`config.mk`:
```
export PLATFORM = sky130hd
export DESIGN_NAME = reg_write_arbiter
export DESIGN_NICKNAME = d
export VERILOG_FILES = /design/src/rtl/reg_write_arbiter.sv
export SDC_FILE = /design/constraint.sdc
export NUM_CORES = 1
export LEC_CHECK = 0
export ABC_CLOCK_PERIOD_IN_PS = 2400
export BUFFER_PORTS_ARGS = -buffer_cell sky130_fd_sc_hd__buf_2
export CORE_ASPECT_RATIO = 0.7
export CORE_MARGIN = 8
export CORE_UTILIZATION = 47
export CTS_CLUSTER_SIZE = 14
export DETAILED_ROUTE_END_ITERATION = 12
export PLACE_DENSITY = 0.92
export SYNTH_ARGS = -nofsm -noshare
export SYNTH_HDL_FRONTEND = slang
export SYNTH_SLANG_ARGS = --single-unit
export TNS_END_PERCENT = 10
```
`constraint.sdc`:
```
create_clock -name clk -period 2.4 [get_ports clk]
set_clock_uncertainty 0.1 [all_clocks]
set_input_delay 0 -clock clk [delete_from_list [all_inputs] [get_ports clk]]
set_output_delay 0 -clock clk [all_outputs]
set_load 0.1 [all_outputs]
```
`src/rtl/reg_write_arbiter.sv`:
```
// reg_write_arbiter: round-robin arbiter that shares the write port of a
// register bank among NUM_REQ requesters. It supports bounded locked bursts
// and drives registered one-hot write enables plus a shared data bus.
module reg_write_arbiter #(
    parameter  int NUM_REQ  = 4,
    parameter  int NUM_REGS = 4,
    parameter  int DATA_W   = 8,
    parameter  int MAX_LOCK = 4,
    localparam int ADDR_W   = (NUM_REGS > 1) ? $clog2(NUM_REGS) : 1,
    localparam int OWN_W    = (NUM_REQ > 1) ? $clog2(NUM_REQ) : 1
) (
    input  logic                      clk,
    input  logic                      reset_n,
    input  logic [NUM_REQ-1:0]        req,
    input  logic [NUM_REQ-1:0]        lock,
    input  logic [NUM_REQ*ADDR_W-1:0] addr,
    input  logic [NUM_REQ*DATA_W-1:0] wdata,
    output logic [NUM_REQ-1:0]        gnt,
    output logic [NUM_REGS-1:0]       reg_we,
    output logic [DATA_W-1:0]         reg_wdata,
    output logic [OWN_W-1:0]          owner,
    output logic                      locked,
    output logic                      addr_err
);

    typedef enum logic {
        ST_ARB    = 1'b0,
        ST_LOCKED = 1'b1
    } state_t;

    state_t              r_state;
    state_t              w_state_nxt;
    logic [OWN_W-1:0]    r_rr_ptr;
    logic [OWN_W-1:0]    w_rr_ptr_nxt;
    logic [OWN_W-1:0]    r_owner;
    logic [OWN_W-1:0]    w_owner_nxt;
    logic [3:0]          r_lock_cnt;
    logic [3:0]          w_lock_cnt_nxt;

    logic                w_arb_found;
    logic [OWN_W-1:0]    w_arb_idx;
    logic [NUM_REQ-1:0]  w_gnt;
    logic [OWN_W-1:0]    w_win;
    logic                w_xfer;
    logic [ADDR_W-1:0]   w_addr;
    logic [DATA_W-1:0]   w_wdata;
    logic                w_addr_ok;

    logic [NUM_REGS-1:0] r_reg_we;
    logic [DATA_W-1:0]   r_reg_wdata;
    logic                r_addr_err;

    // Index base+k folded back into 0..NUM_REQ-1 (k is always < NUM_REQ).
    function automatic logic [OWN_W-1:0] wrap_idx(input logic [OWN_W-1:0] base, input int k);
        int sum;
        sum = int'(base) + k;
        if (sum >= NUM_REQ) begin
            sum = sum - NUM_REQ;
        end
        return OWN_W'(sum);
    endfunction

    // Round-robin scan: first asserted request starting at r_rr_ptr.
    always_comb begin
        // NOTE: every signal assigned in a combinational block gets a default
        // first; a path that leaves it unassigned would infer a latch.
        w_arb_found = 1'b0;
        w_arb_idx   = '0;
        for (int k = 0; k < NUM_REQ; k++) begin
            if (!w_arb_found && req[wrap_idx(r_rr_ptr, k)]) begin
                w_arb_found = 1'b1;
                w_arb_idx   = wrap_idx(r_rr_ptr, k);
            end
        end
    end

    // Grant vector: locked owner keeps the port, otherwise the round-robin winner.
    always_comb begin
        w_gnt = '0;
        if (r_state == ST_LOCKED) begin
            w_gnt[r_owner] = req[r_owner];
        end else if (w_arb_found) begin
            w_gnt[w_arb_idx] = 1'b1;
        end
    end

    // The grant is only ever set on a requesting line, so any grant is a transfer.
    assign w_win  = (r_state == ST_LOCKED) ? r_owner : w_arb_idx;
    assign w_xfer = |w_gnt;
    assign gnt    = reset_n ? w_gnt : '0;

    // Winner's address and data, plus range check against the bank size.
    assign w_addr    = addr[w_win*ADDR_W +: ADDR_W];
    assign w_wdata   = wdata[w_win*DATA_W +: DATA_W];
    assign w_addr_ok = ({1'b0, w_addr} < (ADDR_W+1)'(NUM_REGS));

    // FSM next-state: arbitration, burst counting and pointer updates.
    always_comb begin
        w_state_nxt    = r_state;
        w_rr_ptr_nxt   = r_rr_ptr;
        w_owner_nxt    = r_owner;
        w_lock_cnt_nxt = r_lock_cnt;
        case (r_state)
            ST_ARB: begin
                if (w_xfer) begin
                    w_rr_ptr_nxt = wrap_idx(w_win, 1);
                    w_owner_nxt  = w_win;
                    if (lock[w_win] && (MAX_LOCK > 1)) begin
                        w_state_nxt    = ST_LOCKED;
                        w_lock_cnt_nxt = 4'd1;
                    end
                end
            end
            ST_LOCKED: begin
                if (!req[r_owner]) begin
                    // Owner went idle: release without a transfer.
                    w_state_nxt    = ST_ARB;
                    w_lock_cnt_nxt = 4'd0;
                end else if (!lock[r_owner] || ((r_lock_cnt + 4'd1) == 4'(MAX_LOCK))) begin
                    // Last transfer of the burst: voluntary or forced by the cap.
                    w_state_nxt    = ST_ARB;
                    w_lock_cnt_nxt = 4'd0;
                end else begin
                    w_lock_cnt_nxt = r_lock_cnt + 4'd1;
                end
            end
            default: begin
                w_state_nxt    = ST_ARB;
                w_lock_cnt_nxt = 4'd0;
            end
        endcase
    end

    // FSM state registers.
    always_ff @(posedge clk or negedge reset_n) begin
        if (!reset_n) begin
            r_state    <= ST_ARB;
            r_rr_ptr   <= '0;
            r_owner    <= '0;
            r_lock_cnt <= 4'd0;
        end else begin
            // NOTE: sequential state uses non-blocking assignments so every
            // flop samples pre-edge values regardless of statement order.
            r_state    <= w_state_nxt;
            r_rr_ptr   <= w_rr_ptr_nxt;
            r_owner    <= w_owner_nxt;
            r_lock_cnt <= w_lock_cnt_nxt;
        end
    end

    // Register-bank write port: one-cycle enable pulse, data held between writes.
    always_ff @(posedge clk or negedge reset_n) begin
        if (!reset_n) begin
            r_reg_we    <= '0;
            r_reg_wdata <= '0;
            r_addr_err  <= 1'b0;
        end else begin
            r_reg_we   <= '0;
            r_addr_err <= 1'b0;
            if (w_xfer) begin
                r_reg_wdata <= w_wdata;
                if (w_addr_ok) begin
                    r_reg_we <= NUM_REGS'(1) << w_addr;
                end else begin
                    r_addr_err <= 1'b1;
                end
            end
        end
    end

    assign reg_we    = r_reg_we;
    assign reg_wdata = r_reg_wdata;
    assign addr_err  = r_addr_err;
    assign owner     = r_owner;
    assign locked    = (r_state == ST_LOCKED);

endmodule

```
Yosys cells after proc, flatten, opt, wreduce, memory -nomap -nowiden
Cells that the tools add are included.
{"block": "classes", "n_bitwise": 2, "n_addsub": 10, "reduce_logical": 13, "eq_ne": 3, "order_cmp": 14, "mux": 46, "shift": 3}
{"op": "$mux W4", "n": 8}
{"op": "$shiftx A32 B6 Y8", "n": 1}
{"op": "$lt A2 B3 Y1 const B", "n": 7}
{"op": "$mux W2", "n": 10}
{"op": "$mux W1", "n": 17}
{"op": "$bmux W1 S2", "n": 7}
{"op": "$ge A3 B3 Y1 const B", "n": 4}
{"op": "$sub A2 B1 Y2 const B", "n": 5}
{"op": "$pmux W4 S2", "n": 1}
{"op": "$shiftx A8 B4 Y2", "n": 1}
{"op": "$add A2 B1 Y3 const B", "n": 2}
{"op": "$add A2 B2 Y3 const B", "n": 2}
{"op": "$logic_and A1 B1 Y1", "n": 5}
{"op": "$add A4 B1 Y4 const B", "n": 1}
{"op": "$and A4 B4 Y4", "n": 1}
{"op": "$demux W1 S2", "n": 2}
{"op": "$eq A4 B3 Y1 const B", "n": 1}
{"op": "$ge A2 B1 Y1 const B", "n": 2}
{"op": "$logic_not A1 Y1", "n": 4}
{"op": "$ne A2 B2 Y1 const B", "n": 2}
{"op": "$reduce_and A2 Y1", "n": 2}
{"op": "$reduce_or A4 Y1", "n": 1}
{"op": "$shl A1 B2 Y4 const A", "n": 1}
{"op": "$ge A2 B3 Y1 const B", "n": 1}
{"op": "other kinds (3)", "n": 3}
{"block": "word_totals", "wordCells": 97, "inputBits": 50, "regBits": 21, "out_inout_bits": 20}

Depth between registers and ports, before layout
{"block": "logic_depth", "word_depth": 23, "ltp_mapped": 9, "ltp_nobuf": 6}

Least setup slack after synthesis
Ideal clock, no wire load.
{"block": "synth_timing", "path_kind": "reg2out", "from": "reg r_state (netlist: locked)", "to": "out gnt[3]", "slack_ns": -0.781, "path_stages_with_launch": 5, "arrival_time_ns": 3.081, "required_ns": 2.300, "n_path_buf": 2, "path_cell_list": "dfrtp_1 clkbuf_1 clkbuf_1 nand4_1 a21boi_1"}
{"block": "synth_via", "elab_chain_cells": 2}
{"item": "start: declaration", "line_no": "31", "rtl": "state_t r_state;"}
{"item": "start signal: assignment", "line_no": "144", "rtl": "r_state <= w_state_nxt;"}
{"item": "$mux W4", "line_no": "80", "rtl": "if (r_state == ST_LOCKED) begin"}
{"item": "$mux W4", "line_no": "90", "rtl": "assign gnt = reset_n ? w_gnt : '0;"}
{"item": "end: declaration", "line_no": "18", "rtl": "output logic [NUM_REQ-1:0] gnt,"}
Every way passes these cells.

Worst setup path in the final report
{"block": "layout_timing", "from": "reg r_rr_ptr[0]", "to": "out gnt[3]"}
{"block": "layout_via", "elab_chain_cells": 21, "word_cells_on_any_way": 45, "classes_between": "add/sub: 7; order compare: 6; mux: 25; reduce/logical: 7"}
{"item": "start: declaration", "line_no": "33", "rtl": "logic [OWN_W-1:0] r_rr_ptr;"}
{"item": "start signal: assignment", "line_no": "145", "rtl": "r_rr_ptr <= w_rr_ptr_nxt;"}
{"item": "parallel branches: the longest is 18 deep, another holds $add A2 B1 Y3"}
{"item": "$mux W4 (*)", "line_no": "82", "rtl": "end else if (w_arb_found) begin"}
{"item": "$mux W4 (*)", "line_no": "80"}
{"item": "$mux W4 (*)", "line_no": "90"}
Mark *: on every way between the ends. The select of a mux whose other input is x is not followed.

==> impl_metrics.csv <==
group,metric,value,unit
yosys,synth_seq_cells,21,
yosys,syn_nets,209,
finish,drive_gt1_frac,0.410,
placed_design,port_buffers,68,
yosys,synth_cell_types,49,
worst_setup_path,path_buf_inv,1,
drt,dr_total_vias,1511,
finish,final_area,2050,um^2
timing,setup_ws,0.124,ns
worst_setup_path,cp.arrival,2.18,ns
global_routing,grt_pass1_wl,7630,um
placed_design,place.gp.congestion,0.852,
die,dieHeight,64.5,um
timing,slew_headroom,0.559,
cts,cts_tree,"yes",
finish,finalCoreUtilization,0.647,
global_routing,grt_pass1_vias,1517,
timing,setup_viol,0,
yosys,synth_cells,157,
run,cap_violations,0,
yosys,synth_seq_area_share,0.333,
yosys,synthArstFlopShare,1.00,
timing,holdWs,0.0676,ns
yosys,ys.flop_type,"dfrtp_1",
global_routing,track_usage,0.168,
die,core_region_area,3170,um^2
cts,clkSinkCount,21,
cts,cts_buffers,3,
die,rows,17,
min_path,hold_class,"in -> reg",
drt,drt_iter0_drc,56,
global_routing,grt_max_degree,26,
die,ioPinCount,70,
cts,clk_pin_slew,0.08,ns
worst_setup_path,cp_top_family,"simple AND/OR/NAND/NOR gates",
yosys,synth_edf_count,0,
worst_setup_path,cpMaxStageDelayCell,"dfrtp_1",
yosys,synthesis.area,1580,um^2
finish,n_antenna_cell,0,
die,die_w,85.2,um
yosys,synthTopCellsByArea,"dfrtp_1, mux2i_1, o21a_1",
placed_design,dp_slack,0.166,ns
drt,viasPerCell,5.70,
worst_setup_path,critPathRequiredTime,2.30,ns
finish,synthToLayoutAreaGrowth,30.1,%
cts,clk_latency,0.26,ns
timing,max_freq,0.439,GHz
cts,cts-root-buf,"clkbuf_8",
power,p_leak,0.991,nW
yosys,yosys.area.top_type_share,0.333,
global_routing,antenna_found_initial,0,
drt,drc,0,
placed_design,place_inst,260,
cts,clockBufferDepth,2,
cts,htreeDepth,1,
timing,slew_violations,0,
power,vdd_ir_drop_max,0.000877,V
worst_setup_path,criticalPathCategory,"reg -> out",
drt,ant_nets,0,
outcome,outcome,"finished, final reports clean",
die,start_util,0.497,
timing,period_share,0.948,
worst_setup_path,crit_chain,"nand2b_2, a21boi_2, or3_4, or3_1, a21boi_4, buf_12",
timing,rsz0062_at_grt,"no",
drt,first_pass_iters,4,
yosys,synth_top_area_cell,"dfrtp_1",
placed_design,hpwl,3640,um
cts,cts_setup_buffers,0,
worst_setup_path,start_kind,"register",
finish,fin_cells,265,
yosys,synth.avg_cell_area,10.0,um^2
timing,fin_crit,2.28,ns
global_routing,gr-total-overflow,0,
drt,drt_wl_total,4600,um
drt,avgRoutedWirePerCell,17.4,um
worst_setup_path,path_max_fanout,7,
yosys,yosysWarnings,0,
worst_setup_path,slowest_delay,0.45,ns
die,dieArea,5490,um^2
timing,worst_pin_slew,0.657,ns
placed_design,dpl_cell_area,1990,um^2
worst_setup_path,worstSetupEndpointType,"output pin",
timing,hold_violations,0,
finish,finalNetCount,280,
power,powerDensity,1710,nW/um^2
cell usage after synthesis (all sizes together), types with 2 or more instances:
master,instances
a21boi,2
o2bb2ai,2
a21o,4
mux2i,25
nor3,2
a22o,2
a31oi,2
a32oi,2
o21ai,5
nor3b,3
o211ai,2
ha,2
dfrtp,21
clkbuf,4
nand2,9
a21oi,5
nor2b,4
and2,2
nand3,2
nand2b,5
o21a,9
inv,2
nor2,8
a22oi,8
buf,6
or3,3
xnor2,3
through the flow:
stage | power [mW] | TNS, ns
6_report | 3.51 | 0
5_1_grt | 3.70 | 0
4_1_cts | 3.50 | 0
3_5_place_dp | 3.26 | 0
3_3_place_gp | 3.19 | 0
2_1_floorplan | 2.78 | -2.81
worst min-delay path: stages:
cell     delay [ns]
buf_2          0.10
mux2i_1        0.11
a22oi_1        0.08
o21a_1         0.10
per-layer routing:
layer / GRT usage / wire length (um) / vias up
li1: - / - / 724
met1: 0.208 / 1900 / 704
met2: 0.268 / 2070 / 79
met3: 0.0767 / 604 / 4
met4: 0.0265 / 34 / 0
met5: 0 / 0 / -
final timing paths:
check                      slack (ns)    startpoint  cells past startpoint           end
max                              0.12   r_rr_ptr[0]                      6        gnt[3]
max reg2reg                      0.16   r_rr_ptr[1]                      6     reg_we[2]
min                              0.07     wdata[23]                      4  reg_wdata[7]
min in group asynchronous        0.15       reset_n                      2        locked
max in group asynchronous        1.66       reset_n                      2      owner[1]
min reg2reg                      0.39  reg_wdata[4]                      1  reg_wdata[4]
timing repair:
item,4_1_cts,5_1_grt
hold buffers,1,0
hold endpoints to repair,21,0
endpoints found under the setup margin,0,3
gates resized for setup,0,3
cell families (layout without fill, tap and decap cells):
logic type | Yosys count | in the layout | synth area share
other | 1 | 1 | 0.00238
XOR/XNOR | 3 | 3 | 0.0167
AO/OA/AOI/OAI | 51 | 51 | 0.252
flip-flops | 21 | 21 | 0.333
adder cells (fa/ha/maj) | 2 | 2 | 0.0159
multiplexers | 26 | 26 | 0.182
buffers and inverters | 12 | 82 | 0.0524
AND/OR/NAND/NOR | 41 | 41 | 0.146
registers in the layout (all words and copies together) (netlist names):
signal      flops
owner           2
reg_wdata       8
r_rr_ptr        2
r_lock_cnt      4
reg_we          4
locked          1
layout by cell type (no fill, tap or decap), types with 2 or more instances in the layout:
master and n:
nor3b_2 2, nor2_1 7, o21a_1 9, o2bb2ai_1 2, dfrtp_1 19, nor2b_1 3, ha_1 2, o21ai_0 4
dfrtp_2 2, inv_1 2, clkbuf_8 3, nor3_1 2, a32oi_1 2, a31oi_1 2, nand2_1 9, a22o_1 2
buf_2 66, a22oi_1 8, mux2i_4 2, nand3_1 2, mux2i_1 23, buf_4 7, and2_1 2, or3_1 2
xnor2_1 3, nand2b_1 4, o211ai_1 2, a21oi_1 5, a21o_1 4
area by class of cell:
class / instances / area [um^2]
clock buffer: 3 / 41.3
clock inverter: 1 / 5.00
fill: 262 / 1120
inverter: 2 / 7.51
multi-input combinational: 124 / 1000
sequential: 21 / 528
tap: 38 / 47.5
timing repair buffer: 76 / 420
power breakdown:
| part | switching, mW | internal [mW] |
|---|---|---|
| clock | 0.118 | 0.116 |
| combinational | 1.76 | 0.827 |
| sequential | 0.169 | 0.514 |
Note: power is estimated with default switching activity, not from simulation.
